## config.mk

```make
export PLATFORM = sky130hd
export DESIGN_NAME = majority_bit_deframer
export DESIGN_NICKNAME = d
export VERILOG_FILES = /design/src/rtl/majority_bit_deframer_pkg.sv /design/src/rtl/majority_bit_deframer_out_reg.sv /design/src/rtl/majority_bit_deframer.sv
export SDC_FILE = /design/constraint.sdc
export NUM_CORES = 1
export LEC_CHECK = 0
export BUFFER_PORTS_ARGS = -buffer_cell sky130_fd_sc_hd__buf_2
export CORE_MARGIN = 1.5
export CORE_UTILIZATION = 50
export CTS_CLUSTER_SIZE = 20
export DETAILED_ROUTE_END_ITERATION = 8
export GPL_ROUTABILITY_DRIVEN = 0
export GPL_TIMING_DRIVEN = 0
export PLACE_DENSITY = 0.81
export RECOVER_POWER = 50
export SETUP_SLACK_MARGIN = 0.3
export SLEW_MARGIN = 20
export SYNTH_ARGS = -nofsm -noshare
export SYNTH_HDL_FRONTEND = slang
export SYNTH_SLANG_ARGS = --single-unit
```

## constraint.sdc

```tcl
create_clock -name clk -period 1.5 [get_ports clk]
set_input_delay 0.075 -clock clk [delete_from_list [all_inputs] [get_ports clk]]
set_output_delay 0.075 -clock clk [all_outputs]
set_load 0.01 [all_outputs]
```

## src/rtl/majority_bit_deframer_pkg.sv

```systemverilog
// Shared frame definition for the majority-vote bit path: deframer states and frame geometry.
package majority_bit_deframer_pkg;

    typedef enum logic [1:0] {
        IDLE   = 2'd0,
        DATA   = 2'd1,
        PARITY = 2'd2,
        STOP   = 2'd3
    } deframer_state_t;

    localparam logic DEFAULT_START_VAL = 1'b1;
    localparam int   DEFAULT_DATA_W    = 8;

    // Start + data + optional parity + stop, in voted bits.
    function automatic int frame_len(input int data_w, input bit parity_en);
        return 1 + data_w + (parity_en ? 1 : 0) + 1;
    endfunction

    localparam int DEFAULT_FRAME_LEN = frame_len(DEFAULT_DATA_W, 1'b0);

endpackage

```

## src/rtl/majority_bit_deframer_out_reg.sv

```systemverilog
// One-entry valid/ready holding register for completed words, with sticky overflow on drop.
module majority_bit_deframer_out_reg
    import majority_bit_deframer_pkg::*;
#(
    parameter int DATA_W = DEFAULT_DATA_W
) (
    input  logic              clk,
    input  logic              rst_n,
    input  logic              load_valid,
    input  logic [DATA_W-1:0] load_data,
    output logic [DATA_W-1:0] out_data,
    output logic              out_valid,
    input  logic              out_ready,
    output logic              overflow
);

    logic accept;

    assign accept = out_valid && out_ready;

    always_ff @(posedge clk or negedge rst_n) begin
        if (!rst_n) begin
            out_data  <= '0;
            out_valid <= 1'b0;
            overflow  <= 1'b0;
        end else if (load_valid) begin
            // A word arriving while the slot drains in the same cycle replaces it cleanly.
            if (!out_valid || out_ready) begin
                out_data  <= load_data;
                out_valid <= 1'b1;
            end else begin
                overflow <= 1'b1;
            end
        end else if (accept) begin
            out_valid <= 1'b0;
        end
    end

endmodule

```

## src/rtl/majority_bit_deframer.sv

```systemverilog
// Frames voted bits (start, DATA_W data LSB first, optional even parity, stop) into words.
// state  | meaning
// IDLE   | waiting for a strobe carrying START_VAL
// DATA   | collecting data bits, idx = next bit position
// PARITY | sampling the even-parity bit
// STOP   | sampling the stop bit, emits word or error pulses
module majority_bit_deframer
    import majority_bit_deframer_pkg::*;
#(
    parameter int   DATA_W    = DEFAULT_DATA_W,
    parameter bit   PARITY_EN = 1'b0,
    parameter logic START_VAL = DEFAULT_START_VAL
) (
    input  logic              clk,
    input  logic              rst_n,
    input  logic              bit_in,
    input  logic              bit_valid,
    output logic [DATA_W-1:0] out_data,
    output logic              out_valid,
    input  logic              out_ready,
    output logic              frame_err,
    output logic              parity_err,
    output logic              overflow,
    output logic              busy
);

    localparam int               IDX_W    = $clog2(DATA_W);
    localparam logic [IDX_W-1:0] LAST_IDX = IDX_W'(DATA_W - 1);

    deframer_state_t   state, state_next;
    logic [DATA_W-1:0] shift_reg;
    logic [IDX_W-1:0]  idx;
    logic              parity_acc;
    logic              par_bad;
    logic              word_good;
    logic              stop_frame_bad;
    logic              stop_par_bad;

    always_comb begin
        state_next     = state;
        word_good      = 1'b0;
        stop_frame_bad = 1'b0;
        stop_par_bad   = 1'b0;
        if (bit_valid) begin
            case (state)
                IDLE:    if (bit_in == START_VAL) state_next = DATA;
                DATA:    if (idx == LAST_IDX) state_next = PARITY_EN ? PARITY : STOP;
                PARITY:  state_next = STOP;
                STOP: begin
                    state_next     = IDLE;
                    stop_frame_bad = (bit_in == START_VAL);
                    stop_par_bad   = par_bad;
                    word_good      = (bit_in != START_VAL) && !par_bad;
                end
                default: state_next = IDLE;
            endcase
        end
    end

    always_ff @(posedge clk or negedge rst_n) begin
        if (!rst_n) begin
            state      <= IDLE;
            shift_reg  <= '0;
            idx        <= '0;
            parity_acc <= 1'b0;
            par_bad    <= 1'b0;
            frame_err  <= 1'b0;
            parity_err <= 1'b0;
        end else begin
            state      <= state_next;
            frame_err  <= stop_frame_bad;
            parity_err <= stop_par_bad;
            if (bit_valid) begin
                case (state)
                    IDLE: begin
                        if (bit_in == START_VAL) begin
                            idx        <= '0;
                            parity_acc <= 1'b0;
                            par_bad    <= 1'b0;
                        end
                    end
                    DATA: begin
                        shift_reg[idx] <= bit_in;
                        parity_acc     <= parity_acc ^ bit_in;
                        if (idx != LAST_IDX) idx <= idx + 1'b1;
                    end
                    PARITY:  par_bad <= (bit_in != parity_acc);
                    default: ;
                endcase
            end
        end
    end

    assign busy = (state != IDLE);

    majority_bit_deframer_out_reg #(
        .DATA_W(DATA_W)
    ) u_out_reg (
        .clk       (clk),
        .rst_n     (rst_n),
        .load_valid(word_good),
        .load_data (shift_reg),
        .out_data  (out_data),
        .out_valid (out_valid),
        .out_ready (out_ready),
        .overflow  (overflow)
    );

endmodule

```

==> results.yml, run 1 <==
detailed_routing:
  drt.antenna.violating_nets: 0
  wl_per_cell_um: 16.3
  drc: 0
  drt_iter0_drc: 11
  via_count: 904
  routed_wl_mm: 2.67
  dr.pass1.iters: 4
  vias_per_cell: 5.51
sta:
  layout_min_cycle_time_ps: 1570
  hold_viol: 0
  setup_viol: 6
  timing.final.ws_setup_ps: -67.9
  fin_crit_sh: 1.05
  fin_skew_ps: 8.82
  maxSlewHeadroom: 0.570
  final.setup.tns_ps: -226
  whs_ps: 95.4
  rsz0062_at_grt: "true"
  tightest_slew_ps: 645
  slew_viol_final: 0
  max_freq_ghz: 0.638
yosys:
  synth_area_um2: 1270
  synth.yosys.seq_area_share: 0.532
  yosysTopAreaCellShare: 0.532
  synth_edf_count: 0
  netlist-cell-type-count: 27
  synth_warnings: 0
  synth_ff_type: "dfrtp_1"
  syn-num-nets: 111
  synth_common_cells: "27 x dfrtp_1, 17 x mux2_2, 8 x nor2_1"
  syn-instance-count: 100
  synth_top_cells_by_area: "dfrtp_1 53%, mux2_2 15%, ha_1 5.9%"
  synthArstFlopShare: 1.00
  syn_area_per_cell_um2: 12.7
  ys_seq_elements: 27
  yosys.area.top_type: "dfrtp_1"
  yosysMostFrequentCell: "dfrtp_1"
run_status:
  outcome: "finished, violations left"
  violations: "negative setup slack"
setup_path:
  crit_chain: "inv_2 > ha_4 > buf_8 > nand3b_1 > nor3_2 > mux2_4"
  cpMaxStageDelayCell: "dfrtp_1"
  arrival_ps: 1820
  worst-path-max-fanout: 7
  critPathRequiredTime_ps: 1750
  start_kind: "flip-flop"
  worstSetupEndpointType: "flip-flop"
  path_class: "reg -> reg"
  slowest_delay_ps: 420
layout:
  seq_area_um2: 678
  nFillCells: 150
  n_antenna_cell: 0
  final_cells: 164
  multi_input_area_um2: 698
  fin_nets: 146
  area_delta_synth_final_pct: 35.0
  drive_above_1_share: 0.590
floorplanning:
  core_area_um2: 2430
  io_pins: 18
  die_h_um: 53.4
  initial_utilization: 0.522
  die_w_um: 53.4
  row_count: 18
  dieArea_um2: 2850
clock_network:
  cts_inserted_buffers: 3
  path_clk_slew_ps: 150
  cts_tree: "built"
  clk-insertion-delay-late_ps: 340
  ctsRootBufferMaster: "clkbuf_4"
  clock_path_buffers: 2
  clock-sinks: 27
  htreeDepth: 1
placement:
  place_inst: 147
  pre_cts_slack_ps: -146
  dpl.hpwl_mm: 1.49
  port_buffers: 17
global_routing:
  track_usage: 0.194
  grt_max_degree: 28
  grt_pass1_wl_mm: 3.91
  gr-total-overflow: 0
  grt_pass1_vias: 842
  antenna_found_initial: 0
power:
  ir_worst_vdd_mv: 1.13
  power-per-cell-area_nw_per_um2: 1850
  leakagePower_uw: 0.000805
hold_path:
  min_path_type: "in -> reg"
run:
  maxCapViolations: 0
worst max-delay path, delay by kind of cell (launching register included):
kind                       cells  cell delay (ps)
adders and majority gates      1              130
DFF                            1              420
muxes                          1              320
buffers and inverters          2              210
and+or+nand+nor                2              410
layer usage:
layer	wire length, um	vias to the layer above	global-route usage	share of wire
met5	0	-	0	0
met4	73	0	0.0897	0.027
met3	98	9	0.0198	0.037
met2	1330	32	0.331	0.50
met1	1170	446	0.244	0.44
li1	-	417	-	-
placed cells by master, fill, tap and decap left out, types with 2 or more instances in the layout:
master | Yosys | layout
mux2_2 | 17 | 10
inv_1 | 6 | 2
buf_6 | 1 | 8
and3_1 | 2 | 2
nor2_4 | 1 | 3
ha_4 | 0 | 3
dfrtp_1 | 27 | 25
ha_1 | 6 | 2
clkbuf_4 | 0 | 3
inv_2 | 0 | 3
nor2_1 | 8 | 5
buf_4 | 1 | 6
clkbuf_2 | 1 | 2
nand2b_1 | 3 | 3
dfrtp_2 | 0 | 2
mux2i_1 | 3 | 2
mux2_4 | 1 | 8
buf_2 | 0 | 15
nand2_1 | 7 | 6
stage by stage:
step | cell area (um^2) | util | power, uW
after floorplan | 1290 | - | 1930
after global placement | 1420 | 0.582 | 2150
after detailed placement | 1420 | 0.582 | 2210
after CTS | 1610 | 0.661 | 2860
after global routing | 1710 | 0.705 | 3360
final | 1710 | 0.705 | 3170
cells by family (layout without fill, tap and decap cells):
kind of cell,Yosys count,after routing,synth area share
compound gates,7,7,0.0522
fa+ha+maj,6,6,0.0591
buf+inv,9,43,0.0364
flops,27,27,0.532
mux,21,21,0.186
simple gates,30,30,0.134
report_power, final:
part           switching [uW]  internal (uW)  total (uW)
Sequential                195           1000        1200
Combinational             722            915        1640
Clock                     229            102         332
Total                    1150           2020        3170
path summary, 6_finish.rpt:
| check | from | endpoint | slack (ps) | cells past startpoint |
|---|---|---|---|---|
| max reg2reg | state[1] | shift_reg[0] | -70 | 6 |
| max | state[1] | shift_reg[0] | -70 | 6 |
| min | out_ready | u_out_reg.out_valid | 100 | 3 |
| max in group asynchronous | rst_n | state[0] | 780 | 2 |
| min in group asynchronous | rst_n | u_out_reg.out_data[3] | 260 | 2 |
| min reg2reg | u_out_reg.overflow | u_out_reg.overflow | 490 | 1 |
layout make-up:
class | count | share of cell area
Tap cell | 30 | 0.0219
Sequential cell | 27 | 0.396
Clock buffer | 3 | 0.0131
Buffer | 3 | 0.0161
Timing Repair Buffer | 30 | 0.127
Clock inverter | 1 | 0.00438
Inverter | 6 | 0.0146
Multi-Input combinational cell | 64 | 0.407
repair_timing:
item / CTS / global route
hold buffers: 1 / 0
pin swaps: 6 / 6
endpoints found under the setup margin: 24 / 25
resized for setup: 21 / 19
buffers inserted: 8 / 4
endpoints found under the hold margin: 27 / 0
(Power assumes the default switching activity.)
==> inputs of run 2 (changes only) <==
--- a/config.mk
+++ b/config.mk
@@ -6,7 +6,7 @@
 export NUM_CORES = 1
 export LEC_CHECK = 0
 export BUFFER_PORTS_ARGS = -buffer_cell sky130_fd_sc_hd__buf_2
-export CORE_MARGIN = 1.5
+export CORE_MARGIN = 2
 export CORE_UTILIZATION = 50
 export CTS_CLUSTER_SIZE = 20
 export DETAILED_ROUTE_END_ITERATION = 8
@@ -18,4 +18,5 @@
 export SLEW_MARGIN = 20
 export SYNTH_ARGS = -nofsm -noshare
 export SYNTH_HDL_FRONTEND = slang
+export SYNTH_HIERARCHICAL = 1
 export SYNTH_SLANG_ARGS = --single-unit
==> run 2 against run 1 <==
  * Largest power group unchanged
  * The run still ends with negative setup slack left
  * Combinational power about the same
  * Maximum frequency increased by 1.6%
  * Hold slack got worse by 54 ps
  * Final cell count increased by 1.2%
  * Critical path type unchanged
==> results.yml, run 2 <==
run_status:
  outcome: "finished, violations left"
  violations: "negative setup slack"
clock_network:
  path_clk_slew_ps: 150
  htreeDepth: 1
  cts_tree: "built"
  clock-sinks: 27
  cts_inserted_buffers: 3
  clk-insertion-delay-late_ps: 320
  ctsRootBufferMaster: "clkbuf_4"
  clock_path_buffers: 2
global_routing:
  track_usage: 0.174
  grt_max_degree: 28
  grt_pass1_vias: 788
  gr-total-overflow: 0
  antenna_found_initial: 0
  grt_pass1_wl_mm: 3.70
detailed_routing:
  drt.antenna.violating_nets: 0
  vias_per_cell: 5.27
  dr.pass1.iters: 4
  via_count: 875
  drt_iter0_drc: 13
  wl_per_cell_um: 15.8
  routed_wl_mm: 2.62
  drc: 0
setup_path:
  cp_num_buf_inv: 1
  worst-path-max-fanout: 8
  arrival_ps: 1760
  critPathTopFamily: "simple AND/OR/NAND/NOR gates"
  start_kind: "flip-flop"
  worstSetupEndpointType: "flip-flop"
  slowest_delay_ps: 400
  cpMostUsedCell: "nand2_4"
  cpMaxStageDelayCell: "dfrtp_1"
  critPathRequiredTime_ps: 1720
  path_class: "reg -> reg"
  crit_chain: "buf_4 > ha_4 > nand2_4 > nor3_4 > nand2_4 > mux2_4"
yosys:
  synth_warnings: 6
  yosysTopAreaCellShare: 0.526
  syn_area_per_cell_um2: 12.8
  synth.yosys.seq_area_share: 0.526
  ys_seq_elements: 27
  yosys.area.top_type: "dfrtp_1"
  syn-instance-count: 100
  synthArstFlopShare: 1.00
  yosysMostFrequentCell: "dfrtp_1"
  synth_edf_count: 0
  syn-num-nets: 111
  synth_ff_type: "dfrtp_1"
  synth_top_cells_by_area: "dfrtp_1 53%, mux2_4 11%, mux2_2 8.8%"
  netlist-cell-type-count: 24
  synth_area_um2: 1280
  synth_common_cells: "27 x dfrtp_1, 10 x mux2_2, 9 x mux2_4"
floorplanning:
  row_count: 18
  initial_utilization: 0.523
  core_area_um2: 2450
  dieArea_um2: 2990
  die_w_um: 54.7
  die_h_um: 54.7
  io_pins: 18
sta:
  maxSlewHeadroom: 0.546
  timing.final.ws_setup_ps: -43.6
  max_freq_ghz: 0.648
  fin_crit_sh: 1.03
  tightest_slew_ps: 680
  final.setup.tns_ps: -422
  hold_viol: 0
  fin_skew_ps: 7.69
  setup_viol: 14
  rsz0062_at_grt: "true"
  slew_viol_final: 0
  layout_min_cycle_time_ps: 1540
power:
  ir_worst_vdd_mv: 1.25
  p_total_uw: 3170
  power-per-cell-area_nw_per_um2: 1850
  leakagePower_uw: 0.000867
layout:
  final_common_cell: "dfrtp_1"
  n_antenna_cell: 0
  drive_above_1_share: 0.581
  area_delta_synth_final_pct: 33.3
  fin_nets: 148
  final_cell_mix: "25 x dfrtp_1, 16 x buf_2, 13 x mux2_4, 12 x buf_4, 6 x mux2_2"
placement:
  port_buffers: 17
  dpl.hpwl_mm: 1.50
hold_path:
  min_path_type: "in -> reg"
run:
  maxCapViolations: 0
-- run 2: cell types whose count changed in the layout (fill, tap and decap cells not counted), sizes merged, moves of 2 or more --
cell,previous run,this run
buf,30,32
o211ai,0,2
nor2,9,7
nand2b,3,5
-- run 2: report_power, final --
group          internal, uW  switching, uW
Combinational           932            713
Clock                   104            211
Sequential             1010            200
Total                  2050           1120
-- run 2: layout make-up --
cell class,instances,area (um^2)
plain buffers,3,26.3
well taps,30,37.5
inverters,6,22.5
clock buffers,4,26.3
multi-input cells,64,709
fillers,183,743
repair buffers,32,211
flip-flops and latches,27,678
-- run 2: repair_timing --
item / in CTS / in global routing
resized for setup: 21 / 15
pin swaps: 4 / 6
endpoints found under the setup margin: 26 / 26
hold endpoints to repair: 27 / 0
buffers inserted: 10 / 4
hold buffers: 1 / 0
-- run 2: routing by layer --
layer | track usage | part of all wire | vias to the layer above
met3 | 0.0383 | 0.027 | 2
met2 | 0.304 | 0.51 | 17
met1 | 0.217 | 0.46 | 440
met4 | 0.0375 | 0.0057 | 0
met5 | 0 | 0 | -
li1 | - | - | 416
-- run 2: final timing paths --
kind                            slack [ps]               start                     to  cells after the start
worst min-delay path                    40           out_ready     u_out_reg/overflow                      3
worst max-delay path                   -40            state[1]  u_out_reg/out_data[1]                      6
worst min register to register         500  u_out_reg/overflow     u_out_reg/overflow                      1
min in group asynchronous              300               rst_n             parity_acc                      2
worst max register to register         -40            state[1]  u_out_reg/out_data[1]                      6
max in group asynchronous              720               rst_n                 idx[1]                      2
-- run 2: through the flow --
| step | util | worst slack (ps) | hold slack (ps) | instances | area (um^2) |
|---|---|---|---|---|---|
| floorplan | - | 34.8 | -221 | 100 | 1300 |
| detailed placement | 0.578 | -148 | 116 | 147 | 1420 |
| finish | 0.697 | -43.6 | 41.1 | 166 | 1710 |
| global route | 0.697 | -95.0 | 31.0 | 166 | 1710 |
| global placement | 0.578 | -75.8 | 99.5 | 147 | 1420 |
| CTS | 0.659 | -38.7 | 35.9 | 162 | 1620 |
-- run 2: worst register-to-register path, cell delays in order (launching register included) --
cell and delay (ps):
dfrtp_1 400, buf_4 140, ha_4 150, nand2_4 60, nor3_4 220, nand2_4 160, mux2_4 330
-- run 2: logic make-up (layout without fill, tap and decap cells) --
group	Yosys count	count (layout)	synth area share
and+or+nand+nor	30	30	0.126
buffers and inverters	9	45	0.0322
adders and majority gates	6	6	0.0585
AOI/OAI and AO/OA	6	6	0.0409
muxes	22	22	0.216
DFF	27	27	0.526
==> inputs of run 3 (changes only) <==
--- a/config.mk
+++ b/config.mk
@@ -5,14 +5,15 @@
 export SDC_FILE = /design/constraint.sdc
 export NUM_CORES = 1
 export LEC_CHECK = 0
+export ABC_AREA = 1
 export BUFFER_PORTS_ARGS = -buffer_cell sky130_fd_sc_hd__buf_2
-export CORE_MARGIN = 2
 export CORE_UTILIZATION = 50
 export CTS_CLUSTER_SIZE = 20
 export DETAILED_ROUTE_END_ITERATION = 8
 export GPL_ROUTABILITY_DRIVEN = 0
 export GPL_TIMING_DRIVEN = 0
-export PLACE_DENSITY = 0.81
+export MAX_ROUTING_LAYER = met4
+export PLACE_DENSITY = 0.8
 export RECOVER_POWER = 50
 export SETUP_SLACK_MARGIN = 0.3
 export SLEW_MARGIN = 20
==> run 3 against run 2 <==
  * The flow now finishes without violations
  * Flip-flop and latch count did not move
  * Clock power rose by 5%
  * Total power down 16%
  * Global-route usage rose by 2.9 points
  * Non-clock buffer count shrank 4
  * Routed wire length fell by 2.9%
  * Core utilization fell by 1.9 points
  * Critical path depth is 1 higher
==> results.yml, run 3 <==
run_status:
  outcome: "completed"
floorplanning:
  initial_utilization: 0.540
  core_area_um2: 2540
  row_count: 18
  io_pins: 18
  die_w_um: 54.4
  die_h_um: 54.4
  dieArea_um2: 2960
detailed_routing:
  drt.antenna.violating_nets: 0
  vias_per_cell: 5.01
  via_count: 1107
  wl_per_cell_um: 11.5
  drc: 0
  dr.pass1.iters: 4
  drt_iter0_drc: 14
  routed_wl_mm: 2.54
yosys:
  synth_top_cells_by_area: "dfrtp_1 49%, nand2_1 17%, nand3_2 5.8%"
  yosysMostFrequentCell: "nand2_1"
  synth_fa_ha_area_frac: 0.0546
  syn_area_per_cell_um2: 8.65
  synth_common_cells: "63 x nand2_1, 27 x dfrtp_1, 18 x inv_1"
  synthXorXnorAreaFrac: 0
  synthArstFlopShare: 1.00
  netlist-cell-type-count: 16
  yosysTopAreaCellShare: 0.491
  syn-num-nets: 170
  synth_mux_area_frac: 0
  ys_seq_elements: 27
  synth_area_um2: 1380
  synth_edf_count: 0
  synth_top_family_by_area: "simple AND/OR/NAND/NOR gates"
  synth_compound_area_frac: 0.0491
  synth_warnings: 6
  syn-instance-count: 159
  synth_ff_type: "dfrtp_1"
  yosys.area.top_type: "dfrtp_1"
  synth.yosys.seq_area_share: 0.491
  synthSimpleGateAreaFrac: 0.319
setup_path:
  worst-path-max-fanout: 8
  crit_chain: "ha_1 > nand2_1 > nor3_2 > buf_6 > buf_12 > nand3_2 > nand2_1"
  cp.depth: 7
  path_class: "reg -> reg"
  critical_path.startpoint: "state[1]"
  critPathTopFamily: "flip-flops"
  rr_startpoint: "state[1]"
  critPathRequiredTime_ps: 1740
  cpMostUsedCell: "nand2_1"
  cp_num_buf_inv: 2
  worstSetupEndpointType: "flip-flop"
  cpMaxStageDelayCell: "dfrtp_1"
  slowest_delay_ps: 450
  arrival_ps: 1570
  reg2regPathDepth: 7
  start_kind: "flip-flop"
hold_path:
  holdPathStages: 4
  hp-start: "bit_valid"
  min_path_type: "in -> reg"
sta:
  max_freq_ghz: 0.748
  setup_viol: 0
  hold_viol: 0
  fin_crit_sh: 0.891
  final.setup.tns_ps: 0
  fin_skew_ps: 12.4
  slew_viol_final: 0
  rsz0062_at_grt: "true"
  layout_min_cycle_time_ps: 1340
  tightest_slew_ps: 651
  maxSlewHeadroom: 0.566
clock_network:
  cts_tree: "built"
  path_clk_slew_ps: 160
  ctsRootBufferMaster: "clkbuf_4"
  clk-insertion-delay-late_ps: 340
  htreeDepth: 1
  cts_inserted_buffers: 3
  clock-sinks: 27
  clock_path_buffers: 2
placement:
  placed_cell_area_um2: 1520
  port_buffers: 17
  dpl.hpwl_mm: 1.76
layout:
  drive_above_1_share: 0.382
  final_common_cell: "nand2_1"
  area_delta_synth_final_pct: 25.5
  final_cell_mix: "51 x nand2_1, 25 x dfrtp_1, 12 x inv_1, 11 x nand2_2, 11 x buf_2"
  fin_nets: 203
  n_antenna_cell: 0
  nFillCells: 205
  fin_area_um2: 1730
global_routing:
  grt_pass1_wl_mm: 4.11
  track_usage: 0.202
  gr-total-overflow: 0
  grt_pass1_vias: 984
  grt_max_degree: 28
  antenna_found_initial: 0
power:
  internal_power_uw: 1610
  combPwrFrac: 0.478
  leakagePower_uw: 0.000913
  ir_worst_vdd_mv: 1.05
  clockPowerShare: 0.124
  p_sw_frac: 0.400
  sequentialPowerShare: 0.398
  power-per-cell-area_nw_per_um2: 1550
  netSwitchingPower_uw: 1070
run:
  maxCapViolations: 0
==> run 3: changes by cell type in the layout (fill, tap and decap cells not counted), sizes merged, moves of 2 or more <==
cell / change
nand2: +58
mux2: -19
inv: +14
nand3: +12
buf: -7
o21ai: +7
nand2b: -5
nor2: +4
mux2i: -3
and3: -2
clkbuf: +2
nor3: -2
o211ai: -2
==> run 3: path summary, 6_finish.rpt <==
check	to	slack (ps)
max	u_out_reg/out_data[3]	160
min	par_bad	80
max reg2reg	u_out_reg/out_data[3]	160
min reg2reg	u_out_reg/out_data[4]	490
max in group asynchronous	idx[0]	760
min in group asynchronous	par_bad	280
==> run 3: worst register-to-register path, cell delays in order (launching register included) <==
cell	delay, ps
dfrtp_1	450
ha_1	230
nand2_1	140
nor3_2	60
buf_6	130
buf_12	130
nand3_2	60
nand2_1	50
==> run 3: power groups by stage <==
stage	registers, uW	clock network [uW]	logic [uW]
detailed placement	1090	0	881
CTS	1070	332	1190
floorplan	1090	0	626
global placement	1070	0	834
global route	1090	361	1430
finish	1070	332	1280
==> run 3: kinds of logic after synthesis <==
family / Yosys count
flip-flops: 27
adder cells (fa/ha/maj): 6
AO/OA/AOI/OAI: 10
buffers and inverters: 23
AND/OR/NAND/NOR: 93
==> run 3: cell type report <==
type                       count  area (um^2)  area share
multi-input combinational    109          669       0.388
clock buffer                   3         22.5      0.0131
sequential                    27          678       0.393
timing repair buffer          28          188       0.109
inverter                      20         80.1      0.0464
buffer                         3         42.5      0.0247
tap                           30         37.5      0.0218
clock inverter                 1         7.51     0.00435
==> run 3: routing by layer <==
metal | share of wire | track usage | routed length, um
met1 | 0.41 | 0.221 | 1050
met2 | 0.54 | 0.366 | 1390
met3 | 0.030 | 0.0250 | 77
met4 | 0.012 | 0.0855 | 31
met5 | 0 | - | 0
==> run 3: what timing repair did <==
action,CTS,global route
pin swaps,6,13
buffers inserted,8,2
hold buffers,1,0
gates resized for setup,18,12
cloned,0,0
endpoints found under the setup margin,26,26
endpoints found under the hold margin,27,0
==> run 3: metrics by stage <==
stage          setup WS (ps)  hold WS [ps]  total power, uW  utilization  instances
2_1_floorplan            269          -221             1720            -        159
3_3_place_gp             144           101             1910        0.595        206
3_5_place_dp            91.7           112             1970        0.595        206
4_1_cts                  191          44.1             2590        0.662        219
5_1_grt                 72.3          90.7             2880        0.678        221
6_report                 163          76.0             2680        0.678        221
